## src/rtl/md_pkg.sv

```systemverilog
// Shared state encoding, op-field encodings and default width for the md_unit
// multiply/divide engine.
package md_pkg;

  localparam int DEFAULT_WIDTH = 32;

  // op[0] selects the operation, op[1] selects unsigned operands.
  localparam int   OP_KIND_BIT     = 0;
  localparam int   OP_UNSIGNED_BIT = 1;
  localparam logic OP_MULT         = 1'b0;
  localparam logic OP_DIV          = 1'b1;

  typedef enum logic [1:0] {
    IDLE = 2'd0,
    CALC = 2'd1,
    DONE = 2'd2
  } state_t;

endpackage

```

## src/rtl/md_negate.sv

```systemverilog
// Two's-complement conditional negate: result = negate ? -value : value.
module md_negate
  import md_pkg::*;
#(
  parameter int WIDTH = DEFAULT_WIDTH
) (
  input  logic [WIDTH-1:0] value,
  input  logic             negate,
  output logic [WIDTH-1:0] result
);

  assign result = negate ? ((~value) + WIDTH'(1)) : value;

endmodule

```

## src/rtl/md_unit.sv

```systemverilog
// Sequential multiply/divide unit: radix-2 shift-add multiply and restoring divide on
// operand magnitudes, one bit per cycle. Define MD_UNIT_UNSIGNED_EN to honour op[1].
module md_unit
  import md_pkg::*;
#(
  parameter int WIDTH = DEFAULT_WIDTH
) (
  input  logic             clk,
  input  logic             reset,
  input  logic             start,
  input  logic [1:0]       op,
  input  logic [WIDTH-1:0] a,
  input  logic [WIDTH-1:0] b,
  output logic [WIDTH-1:0] hi,
  output logic [WIDTH-1:0] lo,
  output logic             busy,
  output logic             done,
  output logic             div_zero
);

  localparam int               CNT_W     = $clog2(WIDTH);
  localparam logic [CNT_W-1:0] LAST_ITER = CNT_W'(WIDTH - 1);

  state_t state, next_state;

  logic             is_div_q;
  logic             res_neg_q;
  logic             rem_neg_q;
  logic [WIDTH-1:0] operand_q;  // multiplicand or divisor magnitude
  logic [WIDTH-1:0] acc_hi;
  logic [WIDTH-1:0] acc_lo;
  logic [CNT_W-1:0] count;

  logic is_signed;
`ifdef MD_UNIT_UNSIGNED_EN
  assign is_signed = ~op[OP_UNSIGNED_BIT];
`else
  logic unused_op_bit;
  assign unused_op_bit = op[OP_UNSIGNED_BIT];
  assign is_signed     = 1'b1;
`endif

  logic             sign_a, sign_b, is_div_in, zero_div;
  logic [WIDTH-1:0] mag_a, mag_b;

  assign sign_a    = is_signed & a[WIDTH-1];
  assign sign_b    = is_signed & b[WIDTH-1];
  assign is_div_in = (op[OP_KIND_BIT] == OP_DIV);
  assign zero_div  = is_div_in && (b == '0);

  md_negate #(.WIDTH(WIDTH)) u_mag_a (.value(a), .negate(sign_a), .result(mag_a));
  md_negate #(.WIDTH(WIDTH)) u_mag_b (.value(b), .negate(sign_b), .result(mag_b));

  always_comb begin
    // NOTE: next_state gets a default before the case so no path infers a latch.
    next_state = state;
    case (state)
      IDLE:    if (start) next_state = zero_div ? DONE : CALC;
      CALC:    if (count == LAST_ITER) next_state = DONE;
      DONE:    next_state = IDLE;
      default: next_state = IDLE;
    endcase
  end

  // One iteration of either algorithm; the divide trial needs one extra bit for its sign.
  logic [WIDTH:0]   sum, shifted, trial;
  logic [WIDTH-1:0] step_hi, step_lo;

  always_comb begin
    sum     = {1'b0, acc_hi} + {1'b0, operand_q};
    shifted = {acc_hi, acc_lo[WIDTH-1]};
    trial   = shifted - {1'b0, operand_q};
    step_hi = acc_hi;
    step_lo = acc_lo;
    if (is_div_q) begin
      step_hi = trial[WIDTH] ? shifted[WIDTH-1:0] : trial[WIDTH-1:0];
      step_lo = {acc_lo[WIDTH-2:0], ~trial[WIDTH]};
    end else if (acc_lo[0]) begin
      {step_hi, step_lo} = {sum, acc_lo[WIDTH-1:1]};
    end else begin
      {step_hi, step_lo} = {1'b0, acc_hi, acc_lo[WIDTH-1:1]};
    end
  end

  // Sign fix-up is applied to the final iteration's output as it is registered.
  logic [2*WIDTH-1:0] prod_fixed;
  logic [WIDTH-1:0]   quo_fixed, rem_fixed;

  md_negate #(.WIDTH(2*WIDTH)) u_fix_prod (
    .value({step_hi, step_lo}), .negate(res_neg_q), .result(prod_fixed)
  );
  md_negate #(.WIDTH(WIDTH)) u_fix_quo (.value(step_lo), .negate(res_neg_q), .result(quo_fixed));
  md_negate #(.WIDTH(WIDTH)) u_fix_rem (.value(step_hi), .negate(rem_neg_q), .result(rem_fixed));

  always_ff @(posedge clk) begin
    if (reset) begin
      state     <= IDLE;
      hi        <= '0;
      lo        <= '0;
      done      <= 1'b0;
      div_zero  <= 1'b0;
      count     <= '0;
      acc_hi    <= '0;
      acc_lo    <= '0;
      operand_q <= '0;
      is_div_q  <= 1'b0;
      res_neg_q <= 1'b0;
      rem_neg_q <= 1'b0;
    end else begin
      // NOTE: non-blocking assignments so every register samples pre-edge values.
      state <= next_state;
      done  <= (state == DONE);
      case (state)
        IDLE: if (start) begin
          is_div_q  <= is_div_in;
          res_neg_q <= sign_a ^ sign_b;
          rem_neg_q <= sign_a;
          count     <= '0;
          acc_hi    <= '0;
          acc_lo    <= is_div_in ? mag_a : mag_b;
          operand_q <= is_div_in ? mag_b : mag_a;
          if (zero_div) div_zero <= 1'b1;
        end
        CALC: begin
          acc_hi <= step_hi;
          acc_lo <= step_lo;
          count  <= count + CNT_W'(1);
          if (count == LAST_ITER) begin
            hi       <= is_div_q ? rem_fixed : prod_fixed[2*WIDTH-1:WIDTH];
            lo       <= is_div_q ? quo_fixed : prod_fixed[WIDTH-1:0];
            div_zero <= 1'b0;
          end
        end
        default: ;
      endcase
    end
  end

  assign busy = (state != IDLE);

endmodule
```

## config.mk

```make
export PLATFORM = sky130hd
export DESIGN_NAME = md_unit
export DESIGN_NICKNAME = d
export VERILOG_FILES = /design/src/rtl/md_pkg.sv /design/src/rtl/md_negate.sv /design/src/rtl/md_unit.sv
export SDC_FILE = /design/constraint.sdc
export NUM_CORES = 1
export LEC_CHECK = 0
export CAP_MARGIN = 20
export CORE_ASPECT_RATIO = 1.5
export CORE_UTILIZATION = 40
export DETAILED_ROUTE_END_ITERATION = 10
export GPL_ROUTABILITY_DRIVEN = 0
export PLACE_DENSITY = 0.66
export SLEW_MARGIN = 0
export SYNTH_ARGS = -nofsm -noshare
export SYNTH_HDL_FRONTEND = slang
export SYNTH_SLANG_ARGS = --single-unit
```

## constraint.sdc

```tcl
create_clock -name clk -period 4.7 [get_ports clk]
set_input_delay 0.94 -clock clk [delete_from_list [all_inputs] [get_ports clk]]
set_output_delay 0.94 -clock clk [all_outputs]
set_load 0.005 [all_outputs]
```

# Yosys cells after proc, flatten, opt, wreduce, memory -nomap -nowiden
# Cells that the tools add are included.
[word_totals]
register_bits = 172
latchBits = 0
mem_bits_rw = 0
romBits = 0
inputBits = 69
output_inout_bits = 67
elab_cells = 71
mem_count = 0
[op_classes]
add_sub_neg = 8
multipliers = 0
n_div = 0
order_cmp = 0
n_eq_ne = 6
n_shift = 0
mux = 28
n_bitwise = 7
n_reduce_logical = 10
[op_table]
columns = ["op", "n"]
rows = [
  ["$mux 32", 15],
  ["$add 32x1->32 const B", 4],
  ["$not 32->32", 4],
  ["$pmux 32 s2", 2],
  ["$add 64x1->64 const B", 1],
  ["$mux 64", 1],
  ["$not 64->64", 1],
  ["$add 32x32->33", 1],
  ["$sub 33x32->33", 1],
  ["$logic_not 32->1", 1],
  ["$pmux 5 s2", 1],
  ["$reduce_and 2->1", 4],
  ["$mux 2", 3],
  ["$ne 2x2->1 const B", 3],
  ["$add 5x1->5 const B", 1],
  ["$eq 5x5->1 const B", 1],
  ["$mux 5", 1],
  ["$pmux 2 s2", 1],
  ["$reduce_and 4->1", 1],
  ["$reduce_bool 2->1", 2],
  ["$mux 1", 3],
  ["$eq 2x1->1 const B", 1],
  ["$eq 2x2->1 const B", 1],
  ["$logic_not 2->1", 1],
  ["other kinds (4)", 4],
]

# Logic depth before layout (Yosys ltp)
# Gate-level depths: netlist of run 1.
[depth]
word_depth = 7
depth_mapped = 21
depth_no_buf = 20

# Cells and area by module
# From an unflattened synthesis of run 1, not the netlist that was laid out.
[hier_totals]
hier_cells = 2149
hier_area_um2 = 17172.7
[modules_own_cells]
columns = ["mod", "n_inst", "cells_per_inst", "area_each_um2", "seq_area_each_um2"]
rows = [
  ["md_unit", 1, 1547, 12415.7, 3443.3],
  ["md_negate (u_fix_quo ...)", 4, 99, 777.0, 0.0],
  ["md_negate (u_fix_prod)", 1, 206, 1649.1, 0.0],
]

# Worst setup path before layout of run 1
# OpenSTA, ideal clock, no wires.
[synth_timing]
path_kind = "flip-flop to flip-flop"
startpoint = "reg acc_lo[31]"
endpoint = "reg hi[14]"
setup_time_ps = 86
t_arrival_ps = 4243
t_required_ps = 4614
slack_ps = 372
stages_incl_launch_ff = 20
n_path_buf = 0
synth_period_minus_slack_ps = 4328
path_cell_list = "dfxtp_1 > inv_1 > ha_1 > fa_1 > nand2b_1 > a21oi_1 > o21ai_0 > o21ai_2 > a21o_1 > o211a_1 > ha_1 > o21ai_0 > or3_1 > or2_2 > nor2_1 > o21ai_0 > nor3b_1 > a31oi_1 > xnor2_1 > a211oi_1"
[synth_via]
elab_chain_len = 7
elab_cells_between_ends = 13
cone_classes = "add/sub: 3; mux: 7; bitwise: 3"
[synth_rtl]
columns = ["item", "line_no", "text"]
rows = [
  ["start, declared", "md_unit.sv:31", "logic [WIDTH-1:0] acc_lo;"],
  ["start signal, assigned", "md_unit.sv:120", "acc_lo <= is_div_in ? mag_a : mag_b;"],
  ["start signal, assigned", "md_unit.sv:126", "acc_lo <= step_lo;"],
  ["$sub 33x32->33", "md_unit.sv:72", "trial = shifted - {1'b0, operand_q};"],
  ["$mux 32 or $not 1->1 (tied branches)", "md_unit.sv:76, md_unit.sv:77", ""],
  ["$mux 32", "md_unit.sv:75", "if (is_div_q) begin"],
  ["$not 64->64 or $not 32->32 (tied branches)", "md_negate.sv:12", "assign result = negate ? ((~value) + WIDTH'(1)) : value;"],
  ["$add 64x1->64 or $add 32x1->32 (tied branches)", "md_negate.sv:12", ""],
  ["$mux 64 or $mux 32 (tied branches)", "md_negate.sv:12", ""],
  ["$mux 32 *", "md_unit.sv:129", "hi <= is_div_q ? rem_fixed : prod_fixed[2*WIDTH-1:WIDTH];"],
  ["end signal, assigned", "md_unit.sv:129", ""],
  ["end, declared", "md_unit.sv:14", "output logic [WIDTH-1:0] hi,"],
]
# Mark *: on every way between the ends. The rest lies on a longest branch, timed or not.
# A chain may end at the register's enable or synchronous reset.

# Worst setup path after layout of run 1
[layout_timing]
startpoint = "reg operand_q[26]"
endpoint = "reg hi[28]"
[layout_via]
elab_chain_len = 7
elab_cells_between_ends = 14
cone_classes = "add/sub: 4; mux: 7; bitwise: 3"
[layout_rtl]
columns = ["item", "line_no", "text"]
rows = [
  ["start, declared", "md_unit.sv:29", "logic [WIDTH-1:0] operand_q;"],
  ["start signal, assigned", "md_unit.sv:121", "operand_q <= is_div_in ? mag_b : mag_a;"],
  ["$sub 33x32->33 or $add 32x32->33 (tied branches)", "md_unit.sv:72, md_unit.sv:70", ""],
  ["$mux 32 (tied with other cells)", "md_unit.sv:76", "step_hi = trial[WIDTH] ? shifted[WIDTH-1:0] : trial[WIDTH-1:0];"],
  ["$mux 32", "md_unit.sv:75", ""],
  ["$not 64->64 or $not 32->32 (tied branches)", "md_negate.sv:12", ""],
  ["$add 64x1->64 or $add 32x1->32 (tied branches)", "md_negate.sv:12", ""],
  ["$mux 64 or $mux 32 (tied branches)", "md_negate.sv:12", ""],
  ["$mux 32 *", "md_unit.sv:129", ""],
]
# Marks and branches as above.

==> results.cfg, run 1 <==
[final_layout]
layout-drive-gt1-share_pct = 15.5
flow.area_growth_from_synthesis_pct = 25.8
final_nets = 2465
diodes = 0

[worst_setup_path]
startpoint_type = flop
worstSetupPathType = reg -> reg
cp-end-kind = flop
critPathRequiredTime_ps = 5020
cp_max_fo = 4
arrival_ps = 4870

[sta]
whs_ps = 449
setup_violations = 0
fin_skew_ps = 16.5
rsz0062_at_grt = true
setup_tns_ps = 0
hold_viol = 0
period_share_pct = 96.8
worst_slack_ps = 152
min_period_ps = 4550
slew-limit-headroom_pct = 29.7
drv_slew = 0
worst_pin_slew_ps = 1060
fmax_mhz = 220

[run]
max_cap_viol_count = 0

[clocking]
cts_max_path_buffers = 2
holdBufCountCts = 0
cts.sinks = 172
cts_tree = done
h-tree-depth = 4
clk_pin_slew_worst_paths_ps = 70
clk_latency_ps = 460
cts_buffers = 17
root_buffer = clkbuf_16

[place]
hpwl_um = 47100
dp_worst_setup_slack_ps = -306
io_buffers = 134

[logic_synthesis]
synth_ff_type = dfxtp_1
synthMuxAreaShare_pct = 4.48
ys_warn_count = 0
synth_largest_area_cell = dfxtp_1
synth_edf_count = 0
ys_seq_area_share_pct = 22.9
synth_area_leaders = dfxtp_1, nand2_1, a21oi_1
synthAdderAreaFrac_pct = 6.08
syn_area_mm2 = 0.0151
synth_most_common_cell = nand2_1
synth_cells = 2085
synth_fp_nets = 2226
synth-simple-area-share_pct = 23.6
synthArstFlopShare_pct = 0
syn_area_per_cell_um2 = 7.22
synth_top_family_by_area = compound AO/OA/AOI/OAI gates
yosys_register_bits = 172
synth_top_area_share_pct = 22.9
synth-compound-area-share_pct = 28.4
synth_xor_xnor_area_share_pct = 9.41
synth_common_cells = nand2_1, nor2_1, a21oi_1
synth_cell_types = 89

[power_and_ir_drop]
p_clk_share_pct = 28.0
seqPwrFrac_pct = 31.4
p_int_mw = 3.13
p_sw_mw = 1.96
p_sw_share_pct = 38.4
p_per_area_mw_per_mm2 = 269
ir_worst_vdd_mv = 0.368
combPwrFrac_pct = 40.5
leakagePower_nw = 7.40

[global_routing]
grt_pass1_vias = 16300
grt_pass1_wl_um = 92000
grt_max_degree = 139
grt-ovfl-total = 0
antenna_found_initial = 1
grt_usage_pct = 31.7

[floorplan]
rows = 86
core_mm2 = 0.0369
die_h_um = 240
pin_count = 136
start_util_pct = 40.8
dieArea_mm2 = 0.0385
die_w_um = 160

[drt]
dr.pass1.iters = 6
drt_wl_total_um = 61600
wl_per_cell_um = 21.8
drc_errors = 0
vias = 17100
ant_nets = 0
drtIter0Drc = 1388
via_per_inst = 6.05

[run_status]
status = completed

[hold_path]
hold_path_class = reg -> reg
routing by layer:
metal	vias up	share of wire, %	track usage [%]
met1	7973	35	32.2
met2	761	49	55.2
met3	276	5.7	4.73
met4	2	11	30.9
li1	8039	-	-
met5	-	0.021	0
logic make-up (layout without fill, tap and decap cells):
family          count (synthesis)  after routing
xor+xnor                      161            161
compound gates                664            664
fa+ha+maj                      72             72
flops                         172            172
simple gates                  759            759
mux                            64             64
buf+inv                       193            444
worst max-delay path, cell delays in order, from the launching register on:
cell and delay, ps:
dfxtp_1 420, inv_1 150, ha_1 330, nand2_1 90, buf_4 140, nor2_1 140
o21ai_0 90, o21ai_0 210, buf_4 190, a21o_1 110, o211a_1 230, ha_2 200
o21ai_1 110, or3_4 390, or2_2 340, nor2_2 120, buf_4 120, o21ai_0 100
nor3_1 260, buf_4 160, and4_4 220, mux2i_1 200, a31oi_1 100
state kept, by name, summed over array words and instances, names as in the netlist:
name,flops
lo,32
done,1
count,5
res_neg_q,1
acc_hi,32
operand_q,32
div_zero,1
state,2
is_div_q,1
hi,32
rem_neg_q,1
acc_lo,32
worst paths after layout:
kind | startpoint | to | slack [ps] | depth (start not counted)
max reg2reg | operand_q[26] | hi[28] | 150 | 22
min | lo[29] | lo[29] | 450 | 2
max | operand_q[26] | hi[28] | 150 | 22
min reg2reg | lo[29] | lo[29] | 450 | 2
power by group through the flow:
stage,sequential [mW],combinational (mW),clock (mW)
4_1_cts,1.60,1.96,1.43
6_report,1.60,2.06,1.43
5_1_grt,1.61,2.21,1.49
3_3_place_gp,1.63,1.92,0
2_1_floorplan,1.60,1.23,0
3_5_place_dp,1.63,1.94,0
cell usage in the layout, fill, tap and decap left out, types with 15 or more instances in the layout:
cell type        synthesis  final
clkdlybuf4s50_1          0    132
nand2_1                271    270
buf_4                    3    215
mux2_2                  27     27
a221oi_1                16     16
o21a_1                  15     15
or3_1                   20     19
dfxtp_1                172    168
and2_1                  20     18
mux2i_1                 37     37
o211ai_1                33     33
xor2_1                  70     70
or2_2                   16     16
nor3_1                  49     48
nand4_1                 20     20
o31ai_1                 29     27
clkbuf_16                0     17
a211oi_1                61     57
a31oi_1                 25     25
a21oi_1                190    181
o21ai_0                131    127
nor2b_1                 16     16
xnor2_1                 90     89
inv_1                   59     59
a22oi_1                 34     32
nor2_1                 228    224
a21o_1                  26     26
nand3_1                 30     30
ha_1                    70     66
cell type report:
type	count	area (um^2)
fillers	3616	18000
multi-input cells	1720	11000
flip-flops and latches	172	3450
repair buffers	353	3060
well taps	484	606
clock buffers	20	437
inverters	60	225
clock inverters	11	138
per-stage QoR:
step	std cells	total power [mW]	util [%]	instance area (um^2)
floorplan	2085	2.83	-	15100
global placement	2785	3.55	49.1	18100
detailed placement	2785	3.58	49.1	18100
CTS	2816	4.99	50.6	18700
global route	2820	5.31	51.3	19000
finish	2820	5.09	51.3	19000
repair_timing:
action | in CTS | in global routing
gates resized for setup | 0 | 44
buffers inserted | 0 | 1
endpoints found under the setup margin | 0 | 24
endpoints found under the hold margin | 0 | 0
Note: power is estimated with default switching activity, not from simulation.
==> run 2, diff against run 1 <==
--- a/config.mk
+++ b/config.mk
@@ -8,6 +8,7 @@
 export CAP_MARGIN = 20
 export CORE_ASPECT_RATIO = 1.5
 export CORE_UTILIZATION = 40
+export CTS_BUF_LIST = sky130_fd_sc_hd__clkbuf_4 sky130_fd_sc_hd__clkbuf_8
 export DETAILED_ROUTE_END_ITERATION = 10
 export GPL_ROUTABILITY_DRIVEN = 0
 export PLACE_DENSITY = 0.66
==> results.cfg, run 2 (synthesis results as in run 1) <==
[run_status]
status = completed

[final_layout]
final_nets = 2464
flow.area_growth_from_synthesis_pct = 24.5
fin_util_pct = 50.8
regArea_mm2 = 0.00345
layout-drive-gt1-share_pct = 15.5
multiInputGateArea_mm2 = 0.0110
fill_cells = 3647
final_common_cell = nand2_1
mostFrequentLayoutCells = nand2_1, nor2_1, buf_4, a21oi_1, dfxtp_1
diodes = 0

[drt]
dr.pass1.iters = 6
drc_errors = 0
drtIter0Drc = 1473
vias = 17000
via_per_inst = 6.04
drt_wl_total_um = 61900
wl_per_cell_um = 22.0
ant_nets = 0

[clocking]
cts_resized = 0
clk_pin_slew_worst_paths_ps = 90
cts.sinks = 172
cts_buffers = 17
root_buffer = clkbuf_8
clk_latency_ps = 510
cts_setup_buffers = 0
cts_max_path_buffers = 2
h-tree-depth = 4
holdBufCountCts = 0
cts_tree = done

[worst_setup_path]
critPathRequiredTime_ps = 5120
cp-end-kind = flop
startpoint_type = flop
cp_max_fo = 4
worstSetupPathType = reg -> reg
arrival_ps = 5010

[floorplan]
core_mm2 = 0.0369
pin_count = 136
rows = 86
dieArea_mm2 = 0.0385
die_w_um = 160
start_util_pct = 40.8
die_h_um = 240

[sta]
hold_viol = 0
fmax_mhz = 218
min_period_ps = 4590
worst_pin_slew_ps = 1040
slew-limit-headroom_pct = 30.9
rsz0062_at_grt = true
setup_violations = 0
fin_skew_ps = 21.0
worst_slack_ps = 112
period_share_pct = 97.6
drv_slew = 0

[power_and_ir_drop]
total_power_mw = 4.76
ir_worst_vdd_mv = 0.248
p_sw_mw = 1.92
p_clk_share_pct = 22.9
p_sw_share_pct = 40.3
leakagePower_nw = 7.32
p_int_mw = 2.84
combPwrFrac_pct = 43.5
seqPwrFrac_pct = 33.6
p_per_area_mw_per_mm2 = 254

[place]
dp_worst_setup_slack_ps = -306
io_buffers = 134
hpwl_um = 47100

[hold_path]
hold_path_class = reg -> reg

[global_routing]
grt_usage_pct = 31.9
grt_pass1_vias = 16300
antenna_found_initial = 0
grt_pass1_wl_um = 92400
grt-ovfl-total = 0
grt_max_degree = 139

[run]
max_cap_viol_count = 0
==> run 2: layout make-up <==
cell class,instances,share of cell area [%]
clock buffer,20,1.37
multi-input combinational,1720,58.8
timing repair buffer,352,16.3
tap,484,3.23
sequential,172,18.4
inverter,60,1.20
clock inverter,11,0.734
==> run 2: metal layers <==
metal  track usage [%]  part of all wire (%)
met2              55.1                    48
met1              32.5                    35
met3              4.97                   6.1
met5                 0                     0
met4              31.6                    11
==> run 2: path summary, 6_finish.rpt <==
path	from	end	slack [ps]	cells after the start
worst max-delay path	acc_hi[4]	hi[29]	110	14
worst max register to register	acc_hi[4]	hi[29]	110	14
worst min-delay path	hi[3]	hi[3]	450	2
worst min register to register	hi[3]	hi[3]	450	2
==> run 2: per-stage QoR <==
step	area (um^2)	cells	hold WS [ps]	TNS (ps)
2_1_floorplan	15100	2085	448	0
3_3_place_gp	18100	2785	444	-1580
3_5_place_dp	18100	2785	443	-1970
4_1_cts	18500	2816	455	0
5_1_grt	18800	2819	468	-97.3
6_report	18800	2819	453	0
==> run 2: power groups by stage <==
stage               Combinational [mW]  Clock (mW)  Sequential (mW)
floorplan                         1.23           0             1.60
global placement                  1.92           0             1.63
detailed placement                1.94           0             1.63
CTS                               1.96        1.10             1.60
global route                      2.22        1.15             1.61
finish                            2.07        1.09             1.60
==> run 2: critical path, stage by stage (launching register included) <==
cell       delay, ps
dfxtp_1          520
ha_1             340
a21o_1           220
o21bai_1         190
o2111ai_1        500
a211oi_1         240
or3_1            380
a21boi_0         220
mux2i_1          400
a2bb2oi_1        640
nor2_1           130
nand4_1          230
o31ai_2          100
xor2_1           180
a211oi_1         230
